$ cat src/rtl/mux_rr_arbiter_8_if.sv
// ---------------------------------------------------------------------------
// mux_rr_arbiter_8_if
// Bundles the request, data, and output-channel signals of the 8-way
// round-robin arbiter.
//   master : the arbiter side. It takes req/d0..d7/out_ready and drives
//            out_valid/out_data/sel/gnt/busy.
//   slave  : the environment side, which covers the sources and the consumer.
// Parameter N : data width of each source and of out_data.
// ---------------------------------------------------------------------------
interface mux_rr_arbiter_8_if #(
  parameter int N = 4
);
  logic [7:0]   req;
  logic [N-1:0] d0, d1, d2, d3, d4, d5, d6, d7;
  logic         out_ready;
  logic         out_valid;
  logic [N-1:0] out_data;
  logic [2:0]   sel;
  logic [7:0]   gnt;
  logic         busy;

  modport master (
    input  req, d0, d1, d2, d3, d4, d5, d6, d7, out_ready,
    output out_valid, out_data, sel, gnt, busy
  );

  modport slave (
    output req, d0, d1, d2, d3, d4, d5, d6, d7, out_ready,
    input  out_valid, out_data, sel, gnt, busy
  );
endinterface

$ cat src/rtl/mux_rr_arbiter_8.sv
// ---------------------------------------------------------------------------
// mux_rr_arbiter_8
// Round-robin arbiter that shares one N-bit valid/ready output channel among
// 8 requesters. It picks a source, drives the 3-bit select of an internal 8:1
// data mux, and pulses a one-hot gnt when the beat of that source is consumed.
//
// Ports
//   clk : rising-edge clock
//   rst : synchronous reset, active-high
//   bus : mux_rr_arbiter_8_if.master
//         req[7:0], d0..d7, out_ready  (inputs)
//         out_valid, out_data, sel, gnt, busy (outputs)
//
// Parameters
//   N        : data width
//   HOLD_MAX : maximum number of back-to-back beats per grant (1..15).
//              This parameter is used only when burst hold is compiled in.
//
// Build option
//   `define ARB_HOLD_EN compiles in burst hold. A granted source that keeps
//   req high gets up to HOLD_MAX beats with no IDLE bubble between them.
// ---------------------------------------------------------------------------
module mux_rr_arbiter_8 #(
  parameter int N        = 4,
  parameter int HOLD_MAX = 4
) (
  input  logic              clk,
  input  logic              rst,
  mux_rr_arbiter_8_if.master bus
);

  typedef enum logic {
    IDLE  = 1'b0,
    GRANT = 1'b1
  } state_t;

  state_t     state_reg, state_next;
  logic [2:0] ptr_reg, ptr_next;
  logic [2:0] sel_reg, sel_next;
`ifdef ARB_HOLD_EN
  logic [3:0] cnt_reg, cnt_next;
`endif

  logic [N-1:0] d_arr [8];
  logic [2:0]   pick;
  logic         pick_valid;
  logic         in_grant;
  logic         req_sel;
  logic         out_valid;
  logic         transfer;
  logic [7:0]   gnt_vec;

  assign d_arr[0] = bus.d0;
  assign d_arr[1] = bus.d1;
  assign d_arr[2] = bus.d2;
  assign d_arr[3] = bus.d3;
  assign d_arr[4] = bus.d4;
  assign d_arr[5] = bus.d5;
  assign d_arr[6] = bus.d6;
  assign d_arr[7] = bus.d7;

  // The loop scans from the farthest index down to ptr so that the lowest
  // offset from ptr is written last and therefore wins.
  always_comb begin
    pick       = 3'd0;
    pick_valid = 1'b0;
    for (int k = 7; k >= 0; k--) begin
      if (bus.req[ptr_reg + 3'(k)]) begin
        pick       = ptr_reg + 3'(k);
        pick_valid = 1'b1;
      end
    end
  end

  // The outputs are masked by rst so that nothing is presented or granted
  // during the reset cycle, even when the arbiter was mid-transfer.
  assign in_grant  = (state_reg == GRANT) && !rst;
  assign req_sel   = bus.req[sel_reg];
  assign out_valid = in_grant & req_sel;
  assign transfer  = out_valid & bus.out_ready;

  genvar gi;
  generate
    for (gi = 0; gi < 8; gi++) begin : g_gnt
      assign gnt_vec[gi] = transfer & (sel_reg == 3'(gi));
    end
  endgenerate

  assign bus.out_valid = out_valid;
  assign bus.out_data  = d_arr[sel_reg];
  assign bus.sel       = sel_reg;
  assign bus.gnt       = gnt_vec;
  assign bus.busy      = in_grant;

  always_comb begin
    state_next = state_reg;
    ptr_next   = ptr_reg;
    sel_next   = sel_reg;
`ifdef ARB_HOLD_EN
    cnt_next   = cnt_reg;
`endif
    case (state_reg)
      IDLE: begin
        if (pick_valid) begin
          sel_next   = pick;
          state_next = GRANT;
`ifdef ARB_HOLD_EN
          cnt_next   = 4'd0;
`endif
        end
      end
      GRANT: begin
`ifdef ARB_HOLD_EN
        if (transfer) begin
          // The decision to stay is made at the transfer edge. The source
          // holds req high while it has more beats, so no bubble is needed.
          if ((cnt_reg + 4'd1) < 4'(HOLD_MAX)) begin
            cnt_next = cnt_reg + 4'd1;
          end else begin
            ptr_next   = sel_reg + 3'd1;
            state_next = IDLE;
          end
        end else if (!req_sel) begin
          // If the source drops req after at least one beat, that is a normal
          // release and ptr advances. If it drops req before any beat, that is
          // an abort and ptr keeps its value.
          if (cnt_reg != 4'd0) begin
            ptr_next = sel_reg + 3'd1;
          end
          state_next = IDLE;
        end
`else
        if (transfer) begin
          ptr_next   = sel_reg + 3'd1;
          state_next = IDLE;
        end else if (!req_sel) begin
          state_next = IDLE;
        end
`endif
      end
      default: state_next = IDLE;
    endcase
  end

  always_ff @(posedge clk) begin
    if (rst) begin
      state_reg <= IDLE;
      ptr_reg   <= 3'd0;
      sel_reg   <= 3'd0;
`ifdef ARB_HOLD_EN
      cnt_reg   <= 4'd0;
`endif
    end else begin
      state_reg <= state_next;
      ptr_reg   <= ptr_next;
      sel_reg   <= sel_next;
`ifdef ARB_HOLD_EN
      cnt_reg   <= cnt_next;
`endif
    end
  end

endmodule

$ cat src/flat_wrapper.sv
// flat-port wrapper written by rule: the top's interface ports become plain ports
module mux_rr_arbiter_8_flat 
#(
  parameter int N        = 4,
  parameter int HOLD_MAX = 4
)
  (clk, rst, bus_req, bus_d0, bus_d1, bus_d2, bus_d3, bus_d4, bus_d5, bus_d6, bus_d7, bus_out_ready, bus_out_valid, bus_out_data, bus_sel, bus_gnt, bus_busy);
  mux_rr_arbiter_8_if #(.N(N)) bus_i ();
  input  logic clk;
  input  logic rst;
  input wire logic [$bits(bus_i.req)-1:0] bus_req;
  input wire logic [$bits(bus_i.d0)-1:0] bus_d0;
  input wire logic [$bits(bus_i.d1)-1:0] bus_d1;
  input wire logic [$bits(bus_i.d2)-1:0] bus_d2;
  input wire logic [$bits(bus_i.d3)-1:0] bus_d3;
  input wire logic [$bits(bus_i.d4)-1:0] bus_d4;
  input wire logic [$bits(bus_i.d5)-1:0] bus_d5;
  input wire logic [$bits(bus_i.d6)-1:0] bus_d6;
  input wire logic [$bits(bus_i.d7)-1:0] bus_d7;
  input wire logic [$bits(bus_i.out_ready)-1:0] bus_out_ready;
  output wire logic [$bits(bus_i.out_valid)-1:0] bus_out_valid;
  output wire logic [$bits(bus_i.out_data)-1:0] bus_out_data;
  output wire logic [$bits(bus_i.sel)-1:0] bus_sel;
  output wire logic [$bits(bus_i.gnt)-1:0] bus_gnt;
  output wire logic [$bits(bus_i.busy)-1:0] bus_busy;
  assign bus_i.req = bus_req;
  assign bus_i.d0 = bus_d0;
  assign bus_i.d1 = bus_d1;
  assign bus_i.d2 = bus_d2;
  assign bus_i.d3 = bus_d3;
  assign bus_i.d4 = bus_d4;
  assign bus_i.d5 = bus_d5;
  assign bus_i.d6 = bus_d6;
  assign bus_i.d7 = bus_d7;
  assign bus_i.out_ready = bus_out_ready;
  assign bus_out_valid = bus_i.out_valid;
  assign bus_out_data = bus_i.out_data;
  assign bus_sel = bus_i.sel;
  assign bus_gnt = bus_i.gnt;
  assign bus_busy = bus_i.busy;
  mux_rr_arbiter_8 #(.N(N), .HOLD_MAX(HOLD_MAX)) u_core (.clk(clk), .rst(rst), .bus(bus_i));
endmodule
$ cat config.mk
export PLATFORM = sky130hd
export DESIGN_NAME = mux_rr_arbiter_8_flat
export DESIGN_NICKNAME = d
export VERILOG_FILES = /design/src/rtl/mux_rr_arbiter_8_if.sv /design/src/rtl/mux_rr_arbiter_8.sv /design/src/flat_wrapper.sv
export SDC_FILE = /design/constraint.sdc
export NUM_CORES = 1
export LEC_CHECK = 0
export BUFFER_PORTS_ARGS = -buffer_cell sky130_fd_sc_hd__clkbuf_2
export CAP_MARGIN = 20
export CORE_ASPECT_RATIO = 0.7
export CORE_MARGIN = 2
export CORE_UTILIZATION = 46
export DETAILED_ROUTE_END_ITERATION = 12
export PLACE_DENSITY_LB_ADDON = 0.1
export SLEW_MARGIN = 30
export SYNTH_ARGS = -nofsm -noshare
export SYNTH_HDL_FRONTEND = slang
export SYNTH_SLANG_ARGS = --single-unit
$ cat constraint.sdc
create_clock -name clk -period 2.4 [get_ports clk]
set_input_delay 0 -clock clk [delete_from_list [all_inputs] [get_ports clk]]
set_output_delay 0 -clock clk [all_outputs]
set_load 0.02 [all_outputs]
### Yosys cells after proc, flatten, opt, wreduce, memory -nomap -nowiden

Index checks and enable logic that the tools add are counted.

| storage, ports and cells | value |
|---|---|
| ROM bits | 0 |
| bits in writable memories | 0 |
| memories kept | 0 |
| input bits | 43 |
| output and inout port bits | 17 |
| register bits | 7 |
| word-level logic and storage cells | 86 |
| latch bits | 0 |

| cells by class | value |
|---|---|
| divide/modulo/power cells | 0 |
| reductions and logical operators | 5 |
| bitwise logic cells | 12 |
| add/sub/neg operators | 8 |
| shifts and indexed selects | 0 |
| equal/unequal tests | 7 |
| order comparisons | 10 |
| $mul | 0 |
| muxes and demuxes | 41 |

Operators by type and width:

| kind | count |
|---|---|
| $lt 3x4->1 const B | 9 |
| $bmux 1 s3 | 9 |
| $mux 3 | 8 |
| $mux 1 | 20 |
| $add 3x3->3 const B | 4 |
| $bmux 4 s3 | 1 |
| $eq 3x3->1 const B | 4 |
| $and 1x1->1 | 10 |
| $mux 4 | 2 |
| $add 3x1->3 const B | 2 |
| $add 3x2->3 const B | 2 |
| $eq 3x2->1 const B | 2 |
| $ge 4x4->1 const B | 1 |
| $not 3->4 | 1 |
| $reduce_and 2->1 | 2 |
| $eq 3x1->1 const B | 1 |
| $logic_not 3->1 | 1 |
| $pmux 1 s2 | 1 |
| $logic_and 1x1->1 | 1 |
| $logic_not 1->1 | 1 |
| $not 1->1 | 1 |

### Logic depth before layout (Yosys ltp)

Gate-level depths: netlist (run 1).

| logic depth | value |
|---|---|
| word-level depth | 13 |
| depth in mapped cells | 11 |
| mapped depth without buffers | 8 |

### Least setup slack after synthesis (run 1)

Ideal clock, no wire load.

| timing | value |
|---|---|
| path kind | flip-flop to flip-flop |
| from | register u_core.ptr_reg[0] |
| to | register u_core.sel_reg[0], in the netlist u_core.bus.sel[0] |
| data required time | 2.285 ns |
| stages on the path, launching flop included | 11 |
| setup time | 0.115 ns |
| arrival time | 2.451 ns |
| slack | -0.165 ns |
| buffers on the path | 2 |
| clock period less this slack | 2.565 ns |
| cells stage by stage | dfxtp_1 > buf_6 > inv_2 > ha_1 > buf_4 > mux2_2 > mux4_2 > a21oi_2 > o32ai_2 > mux2i_1 > o21a_1 |

| on the way | value |
|---|---|
| word-level cells in the longest chain between the ends | 12 |
| elaborated cells between the ends (all ways) | 40 |
| classes of those cells | 7 x add/sub; 32 x mux; 1 x reduce/logical |

RTL lines:

| element | RTL line | text |
|---|---|---|
| start: declaration | mux_rr_arbiter_8.sv:38 | `logic [2:0] ptr_reg, ptr_next;` |
| start signal: assignment | mux_rr_arbiter_8.sv:155 | `ptr_reg <= ptr_next;` |
| $add 3x3->3 | mux_rr_arbiter_8.sv:68, mux_rr_arbiter_8.sv:69 |  |
| $bmux 1 s3 | mux_rr_arbiter_8.sv:68 | `if (bus.req[ptr_reg + 3'(k)]) begin` |
| $mux 1 (implied by the code) | mux_rr_arbiter_8.sv:68 |  |
| $mux 1 (8 in a row) | mux_rr_arbiter_8.sv:68 |  |
| $reduce_and 2->1 (no line) | - |  |
| end signal: assignment | mux_rr_arbiter_8.sv:156 | `sel_reg <= sel_next;` |
| end: declaration | mux_rr_arbiter_8.sv:39 | `logic [2:0] sel_reg, sel_next;` |

Several ways; a longest one is shown, not always the timed one. The select of a mux whose other input is x is not followed.
A chain may end at the register's enable or synchronous reset.

### Worst setup path in the final report (run 1)

| timing | value |
|---|---|
| from | register u_core.ptr_reg[0] |
| to | register u_core.sel_reg[1], in the netlist u_core.bus.sel[1] |

The elaborated chain is that of the path after synthesis.

==> impl_metrics.json, run 1 <==
{
  "setup_violations": 0,
  "drive_above_1_share": 0.512,
  "dieArea_mm2": 0.00431,
  "max-cap-violations": 0,
  "clk_latency_ns": 0.23,
  "nFillCells": 300,
  "htreeDepth": 1,
  "dpl.hpwl_mm": 4.14,
  "ys.warnings.count": 0,
  "syn-mean-instance-area_um2": 9.80,
  "drt_wl_total_mm": 5.21,
  "cpMaxStageDelayCell": "dfxtp_4",
  "clock-sinks": 7,
  "routabilityCongestion": 0.973,
  "io_buffers": 59,
  "vias_per_cell": 6.14,
  "grt_max_degree": 18,
  "syn_area_mm2": 0.00174,
  "crit_path_start_kind": "flip-flop",
  "fin_crit_ns": 2.34,
  "path_class": "reg -> reg",
  "post-route-util": 0.621,
  "first_iter_violations": 224,
  "num_vias": 1806,
  "die_h_um": 55.5,
  "fmax_ghz": 0.428,
  "path_cells": "inv_4, ha_4, buf_4, mux4_2, mux2_2, nand2_1, nor2_1, a2111oi_2, a221oi_2",
  "clk_pin_slew_worst_paths_ns": 0.04,
  "dp_slack_ns": -0.0108,
  "synth_seq_area_share": 0.0803,
  "critical_path.max_fanout": 11,
  "p_leak_nw": 0.977,
  "start_util": 0.487,
  "total_power_uw": 852,
  "drc_errors": 0,
  "cpPeakStageDelay_ns": 0.39,
  "outcome": "finished clean",
  "coreArea_mm2": 0.00358,
  "crit_family": "multiplexers",
  "path_buf_inv": 2,
  "power_density_mw_per_mm2": 383,
  "async_flop_share": 0,
  "grt_pass1_wl_mm": 8.07,
  "syn_to_final_growth_pct": 27.5,
  "postSynthRegisterBits": 7,
  "crit_required_ns": 2.50,
  "fin_skew_ns": 0.00138,
  "drt-pass1-iter-count": 6,
  "antenna_found_initial": 0,
  "wire_per_inst_um": 17.7,
  "slew_viol_final": 0,
  "yosysUniqueCellTypes": 51,
  "drtAntennaViolNets": 0,
  "finalHoldViolations": 0,
  "diodes": 0,
  "synth_edf_count": 0,
  "grt_usage": 0.240,
  "final_net_count": 296,
  "end_kind": "flip-flop",
  "synthFlopType": "dfxtp_1",
  "timing.final.ws_setup_ns": 0.0625,
  "min_path_type": "in -> reg",
  "tightest_slew_ns": 0.482,
  "cts_made_buffers": 3,
  "placementRows": 18,
  "arrival_ns": 2.43,
  "root_buffer": "clkbuf_8",
  "die_w_um": 77.6,
  "gr-total-overflow": 0,
  "grt_pass1_vias": 1603,
  "syn_nets": 229,
  "synth_cells": 178,
  "fin_crit_sh": 0.974,
  "ios": 60,
  "cts_tree": "yes",
  "clock_path_buffers": 2,
  "slew-limit-headroom": 0.677,
  "ir_worst_vdd_uv": 206
}
==> worst paths after layout <==
| kind | slack, ns | startpoint | end | cells past startpoint |
|---|---|---|---|---|
| worst max-delay path | 0.06 | u_core.ptr_reg[0] | u_core.bus.sel[1] | 9 |
| worst max register to register | 0.06 | u_core.ptr_reg[0] | u_core.bus.sel[1] | 9 |
| worst min register to register | 0.57 | u_core.ptr_reg[0] | u_core.ptr_reg[0] | 2 |
| worst min-delay path | 0.03 | bus_out_ready | u_core.state_reg | 2 |
==> power breakdown <==
group | internal, mW | switching, mW
sequential | 0.127 | 0.0157
combinational | 0.261 | 0.281
clock | 0.115 | 0.0533
==> worst register-to-register path, cell delays in order (launching register included) <==
cell	delay, ns
dfxtp_4	0.39
inv_4	0.04
ha_4	0.34
buf_4	0.14
mux4_2	0.39
mux2_2	0.33
nand2_1	0.10
nor2_1	0.06
a2111oi_2	0.32
a221oi_2	0.10
==> cell families (layout without fill, tap and decap cells) <==
logic type,after synthesis,count (layout),share of synthesized area
buffers and inverters,25,91,0.0732
DFF,7,7,0.0803
and+or+nand+nor,52,52,0.145
AOI/OAI and AO/OA,39,39,0.182
muxes,43,43,0.442
adders and majority gates,8,8,0.0574
xor gates and xnor gates,4,4,0.0201
==> synth_stat cells (2+ instances only) <==
cell type,n,area share
a211oi_1,3,0.013
clkbuf_1,4,0.0086
a22oi_1,2,0.0086
a31oi_1,3,0.011
nor2_1,14,0.030
dfxtp_1,7,0.080
xnor2_1,3,0.015
mux2i_1,11,0.063
and3_1,8,0.029
o211ai_1,2,0.0086
clkinv_1,2,0.0043
ha_1,8,0.057
a21oi_2,2,0.010
inv_1,9,0.019
buf_4,2,0.0086
mux4_1,4,0.060
nand2_1,21,0.045
a21oi_1,7,0.020
mux2i_4,2,0.026
o221a_2,2,0.013
nand2b_1,3,0.011
a221oi_1,2,0.010
mux2_2,6,0.039
buf_6,3,0.019
buf_2,3,0.0086
mux4_2,19,0.25
a211o_1,2,0.010
==> stage by stage <==
| step | instance area (um^2) | hold WS [ns] | TNS, ns | instances |
|---|---|---|---|---|
| final | 2220 | 0.0267 | 0 | 294 |
| after global routing | 2220 | 0.0266 | -0.00812 | 294 |
| after CTS | 2200 | 0.0204 | 0 | 294 |
| after detailed placement | 2140 | 0.260 | -0.0108 | 287 |
| after global placement | 2140 | 0.238 | 0 | 287 |
| after floorplan | 1770 | 0.114 | 0 | 178 |
==> cell usage in the layout (no fill, tap or decap), types with 2 or more instances in the layout <==
cell type,n
buf_4,16
mux2_2,6
a211oi_1,3
clkbuf_8,3
a31oi_1,2
a21oi_2,2
nand2b_1,3
mux4_2,21
clkbuf_2,59
nor2_1,14
ha_1,6
mux2i_4,2
mux4_1,2
a211o_1,2
a22oi_1,2
mux2i_1,10
nand2_1,21
inv_1,9
a21oi_1,7
o211ai_1,2
clkinv_1,2
o221a_2,2
dfxtp_1,6
and3_1,8
xnor2_1,2
a221oi_1,2
==> layout make-up <==
| type | instances | area (um^2) | area share |
|---|---|---|---|
| repair buffers | 75 | 415 | 0.187 |
| flip-flops and latches | 7 | 144 | 0.0647 |
| clock buffers | 4 | 45.0 | 0.0203 |
| well taps | 50 | 62.6 | 0.0281 |
| multi-input cells | 146 | 1510 | 0.679 |
| inverters | 12 | 47.5 | 0.0214 |
==> layer usage <==
layer / part of all wire / global-route usage
met5: 0 / 0
met2: 0.44 / 0.331
met4: 0.0092 / 0.0383
met1: 0.47 / 0.385
met3: 0.077 / 0.0523
==> timing repair <==
action,4_1_cts,5_1_grt
hold buffers,0,0
buffers inserted,3,0
cloned,0,0
pin swaps,1,0
endpoints found under the setup margin,1,2
gates resized for setup,2,5
Note: power is estimated with default switching activity, not from simulation.
==> run 2, diff against run 1 <==
--- a/config.mk
+++ b/config.mk
@@ -7,7 +7,7 @@
 export LEC_CHECK = 0
 export BUFFER_PORTS_ARGS = -buffer_cell sky130_fd_sc_hd__clkbuf_2
 export CAP_MARGIN = 20
-export CORE_ASPECT_RATIO = 0.7
+export CORE_ASPECT_RATIO = 1.4
 export CORE_MARGIN = 2
 export CORE_UTILIZATION = 46
 export DETAILED_ROUTE_END_ITERATION = 12
==> run 2 against run 1 <==
Net effect:
- combinational power barely moved
- routed wire length is 0.56% higher
- die area is essentially flat
- cell count decreased by 2.0%
- first-iteration DRC count shrank 72%
- clock skew is 0.0056 ns higher
- via count fell by 1.4%
- clock-buffer cell count unchanged
- sequential power about the same
- sequential cell count unchanged
- utilization is 1.1 points lower
- power up 0.84%
- critical path type unchanged
- largest power group unchanged
==> impl_metrics.json, run 2 (synthesized netlist as in run 1, its figures left out) <==
{
  "routabilityCongestion": 0.981,
  "drive_above_1_share": 0.516,
  "clock-sinks": 7,
  "vias_per_cell": 6.18,
  "placed_cells": 279,
  "grt_pass1_wl_mm": 8.52,
  "start_util": 0.479,
  "final_common_cell": "clkbuf_2",
  "arrival_ns": 2.47,
  "fin_setup_tns_ns": 0,
  "cts_made_buffers": 3,
  "num_vias": 1781,
  "layout.cells.most_common_list": "clkbuf_2, mux4_2, nand2_1",
  "outcome": "finished clean",
  "fin_cells": 288,
  "fin_crit_sh": 0.970,
  "setup_violations": 0,
  "path_class": "reg -> reg",
  "total_power_uw": 859,
  "ios": 60,
  "cpMostUsedCell": "buf_4",
  "ir_worst_vdd_uv": 245,
  "cts_tree": "yes",
  "crit_family": "compound AO/OA/AOI/OAI gates",
  "die_w_um": 56.0,
  "dieArea_mm2": 0.00431,
  "grt_usage": 0.243,
  "drc_errors": 0,
  "io_buffers": 59,
  "placementRows": 26,
  "tightest_slew_ns": 0.491,
  "whs_ns": 0.00687,
  "max-cap-violations": 0,
  "min_path_type": "in -> reg",
  "p_leak_nw": 0.990,
  "crit_path_start_kind": "flip-flop",
  "drtAntennaViolNets": 0,
  "final_net_count": 298,
  "startpoint": "u_core.ptr_reg[1]",
  "finalHoldViolations": 0,
  "critical_path.max_fanout": 7,
  "coreArea_mm2": 0.00364,
  "htreeDepth": 1,
  "cpPeakStageDelay_ns": 0.46,
  "slew_viol_final": 0,
  "crit_required_ns": 2.54,
  "reg2reg_from": "u_core.ptr_reg[1]",
  "post-route-util": 0.610,
  "power_density_mw_per_mm2": 387,
  "syn_to_final_growth_pct": 27.4,
  "dpl.hpwl_mm": 4.03,
  "clk_latency_ns": 0.24,
  "wire_per_inst_um": 18.2,
  "root_buffer": "clkbuf_8",
  "path_cells": "inv_2, ha_4, buf_4, buf_4, mux2i_1, mux4_2, a22oi_1, a211o_1, o211ai_1, a221oi_2",
  "drt_wl_total_mm": 5.24,
  "gr-total-overflow": 0,
  "fmax_ghz": 0.430,
  "first_iter_violations": 63,
  "grt_max_degree": 18,
  "clk_pin_slew_worst_paths_ns": 0.05,
  "path_buf_inv": 3,
  "diodes": 0,
  "grt_pass1_vias": 1792,
  "die_h_um": 76.9,
  "fin_crit_ns": 2.33,
  "slew-limit-headroom": 0.671,
  "antenna_found_initial": 0,
  "hp-start": "bus_out_ready",
  "fin_skew_ns": 0.00698,
  "cpMaxStageDelayCell": "mux4_2",
  "clock_path_buffers": 2,
  "end_kind": "flip-flop",
  "drt-pass1-iter-count": 4
}
## run 2: layout make-up
type	instances	area (um^2)
multi-input cells	146	1490
fillers	329	1420
repair buffers	77	443
flip-flops and latches	7	145
well taps	42	52.6
inverters	12	47.5
clock buffers	4	45.0
## run 2: timing repair
item,4_1_cts,5_1_grt
pin swaps,0,5
resized for setup,1,8
buffers inserted,0,5
setup endpoints to repair,1,3
hold buffers,0,0
gates cloned,0,0
## run 2: stage by stage
| step | cell area, um^2 | setup WS [ns] |
|---|---|---|
| final | 2220 | 0.0725 |
| after global routing | 2220 | -0.0153 |
| after CTS | 2180 | 0.00323 |
| after detailed placement | 2130 | 0.0235 |
| after global placement | 2130 | 0.0913 |
| after floorplan | 1770 | 0.0247 |
## run 2: layer usage
metal | up-vias | wire (um) | track usage
met2 | 97 | 2770 | 0.438
met1 | 838 | 1950 | 0.285
met5 | - | 0 | 0
met4 | 0 | 178 | 0.0929
li1 | 829 | - | -
met3 | 17 | 339 | 0.0371
## run 2: power breakdown
part | total, mW | leakage, nW | switching [mW] | internal, mW
Sequential | 0.144 | 0.0586 | 0.0172 | 0.127
Clock | 0.177 | 0.0228 | 0.0610 | 0.116
Combinational | 0.539 | 0.909 | 0.274 | 0.265
## run 2: final timing paths
path	endpoint	cells past startpoint	slack [ns]
worst max-delay path	u_core.bus.sel[1]	10	0.07
worst min-delay path	u_core.state_reg	2	0.007
worst max register to register	u_core.bus.sel[1]	10	0.07
worst min register to register	u_core.ptr_reg[0]	2	0.58
==> run 3, diff against run 2 <==
--- a/config.mk
+++ b/config.mk
@@ -8,8 +8,9 @@
 export BUFFER_PORTS_ARGS = -buffer_cell sky130_fd_sc_hd__clkbuf_2
 export CAP_MARGIN = 20
 export CORE_ASPECT_RATIO = 1.4
-export CORE_MARGIN = 2
-export CORE_UTILIZATION = 46
+export CORE_MARGIN = 1.5
+export CORE_UTILIZATION = 40
+export CTS_BUF_LIST = sky130_fd_sc_hd__clkbuf_4
 export DETAILED_ROUTE_END_ITERATION = 12
 export PLACE_DENSITY_LB_ADDON = 0.1
 export SLEW_MARGIN = 30
==> run 3 against run 2 <==
Net effect:
- register-to-register slack about the same
- final area increased by 0.79%
- via count decreased by 2.0%
- setup slack improved by 0.013 ns
- global-route usage decreased by 2.0 points
- sequential power about the same
- clock power decreased by 32%
- combinational power about the same
- cell count increased by 1.4%
- sequential cell count unchanged
- non-clock buffer count increased by 1
- routed wire length decreased by 2.1%
- largest power group unchanged
==> impl_metrics.json, run 3 (synthesized netlist as in run 1, its figures left out) <==
{
  "power_density_mw_per_mm2": 358,
  "antenna_found_initial": 0,
  "routabilityCongestion": 0.910,
  "coreArea_mm2": 0.00420,
  "placementRows": 28,
  "p_leak_nw": 1.00,
  "grt_pass1_wl_mm": 8.15,
  "p_seq_frac": 0.175,
  "crit_required_ns": 2.54,
  "first_iter_violations": 84,
  "clock-sinks": 7,
  "reg2regPathDepth": 9,
  "intPower_uw": 468,
  "grt_max_degree": 18,
  "fin_setup_tns_ns": 0,
  "drtAntennaViolNets": 0,
  "dieArea_mm2": 0.00477,
  "gr-total-overflow": 0,
  "diodes": 0,
  "io_buffers": 59,
  "total_power_uw": 802,
  "syn_to_final_growth_pct": 28.4,
  "combPwrFrac": 0.674,
  "drt_wl_total_mm": 5.13,
  "setup_violations": 0,
  "multiInputGateArea_mm2": 0.00149,
  "r2r_slack_ns": 0.09,
  "dpl.hpwl_mm": 4.06,
  "max-cap-violations": 0,
  "finalHoldViolations": 0,
  "fin_skew_ns": 0.00530,
  "outcome": "finished clean",
  "clock_path_buffers": 2,
  "post-route-util": 0.533,
  "path_class": "reg -> reg",
  "arrival_ns": 2.46,
  "hp-start": "rst",
  "critical_path.max_fanout": 6,
  "drive_above_1_share": 0.514,
  "slew_viol_final": 0,
  "clkPwrFrac": 0.150,
  "root_buffer": "clkbuf_4",
  "drc_errors": 0,
  "htreeDepth": 1,
  "sw_frac_of_total": 0.417,
  "min_to": "u_core.bus.sel[1]",
  "rsz0062_at_grt": "no",
  "layout.cells.most_common_list": "clkbuf_2, mux4_2, nand2_1",
  "crit_path_start_kind": "flip-flop",
  "die_w_um": 58.8,
  "regArea_um2": 145,
  "min_path_type": "in -> reg",
  "tightest_slew_ns": 0.409,
  "switchingPower_uw": 335,
  "final_net_count": 299,
  "final_common_cell": "clkbuf_2",
  "holdPathStages": 2,
  "start_util": 0.415,
  "grt_pass1_vias": 1679,
  "cts_made_buffers": 3,
  "die_h_um": 81.1,
  "fin_crit_ns": 2.31,
  "grt_usage": 0.223,
  "r2r-end": "u_core.bus.sel[0]",
  "slew-limit-headroom": 0.727,
  "ios": 60,
  "cts_tree": "yes",
  "clk_latency_ns": 0.25,
  "nFillCells": 408,
  "fmax_ghz": 0.432,
  "ir_worst_vdd_uv": 188,
  "num_vias": 1745,
  "clk_pin_slew_worst_paths_ns": 0.06,
  "fin_crit_sh": 0.964,
  "end_kind": "flip-flop",
  "vias_per_cell": 5.98,
  "wire_per_inst_um": 17.6,
  "reg2reg_from": "u_core.ptr_reg[0]",
  "drt-pass1-iter-count": 4
}
run 3: area by class of cell:
class / count / share of cell area
repair buffers: 78 / 0.209
multi-input cells: 146 / 0.666
flip-flops and latches: 7 / 0.0648
inverters: 12 / 0.0212
clock buffers: 4 / 0.0134
well taps: 45 / 0.0251
run 3: power by group through the flow:
stage	clock [mW]	sequential, mW	combinational (mW)
2_1_floorplan	0	0.147	0.369
3_3_place_gp	0	0.144	0.515
3_5_place_dp	0	0.143	0.522
4_1_cts	0.126	0.141	0.526
5_1_grt	0.128	0.142	0.583
6_report	0.121	0.141	0.541
run 3: how the worst max path moves through the flow:
stage,startpoint,to,slack (ns)
6_report,u_core.ptr_reg[0],u_core.bus.sel[0],0.09
5_1_grt,u_core.ptr_reg[0],u_core.bus.sel[1],0.004
4_1_cts,u_core.ptr_reg[0],u_core.bus.sel[1],0.04
3_5_place_dp,u_core.ptr_reg[0],u_core.bus.sel[0],0.05
3_3_place_gp,u_core.ptr_reg[0],u_core.bus.sel[0],0.07
2_1_floorplan,u_core.ptr_reg[0],u_core.bus.sel[0],0.02
run 3: repair_timing:
item,CTS,global route
endpoints found under the hold margin,1,0
buffers inserted,0,5
hold buffers,1,0
gates resized for setup,0,8
setup endpoints to repair,0,3
run 3: critical path, cell delays in order, from the launching register on:
cell,delay [ns]
dfxtp_4,0.39
inv_4,0.05
ha_4,0.28
buf_6,0.13
mux2_2,0.33
mux4_2,0.50
a21oi_2,0.15
o32ai_2,0.09
mux2i_1,0.13
o21a_1,0.17
run 3: per-layer routing:
| layer | part of all wire | track usage |
|---|---|---|
| met5 | 0 | 0 |
| met3 | 0.041 | 0.0207 |
| met1 | 0.40 | 0.264 |
| met4 | 0.017 | 0.0568 |
| met2 | 0.54 | 0.420 |
run 3: stage by stage:
step / hold slack (ns) / cells / worst slack (ns) / instance area [um^2]
after floorplan: 0.114 / 178 / 0.0247 / 1770
after detailed placement: 0.246 / 282 / 0.0528 / 2140
after global routing: 0.0467 / 292 / 0.00371 / 2240
after CTS: 0.0278 / 287 / 0.0403 / 2180
after global placement: 0.238 / 282 / 0.0701 / 2140
final: 0.0365 / 292 / 0.0857 / 2240
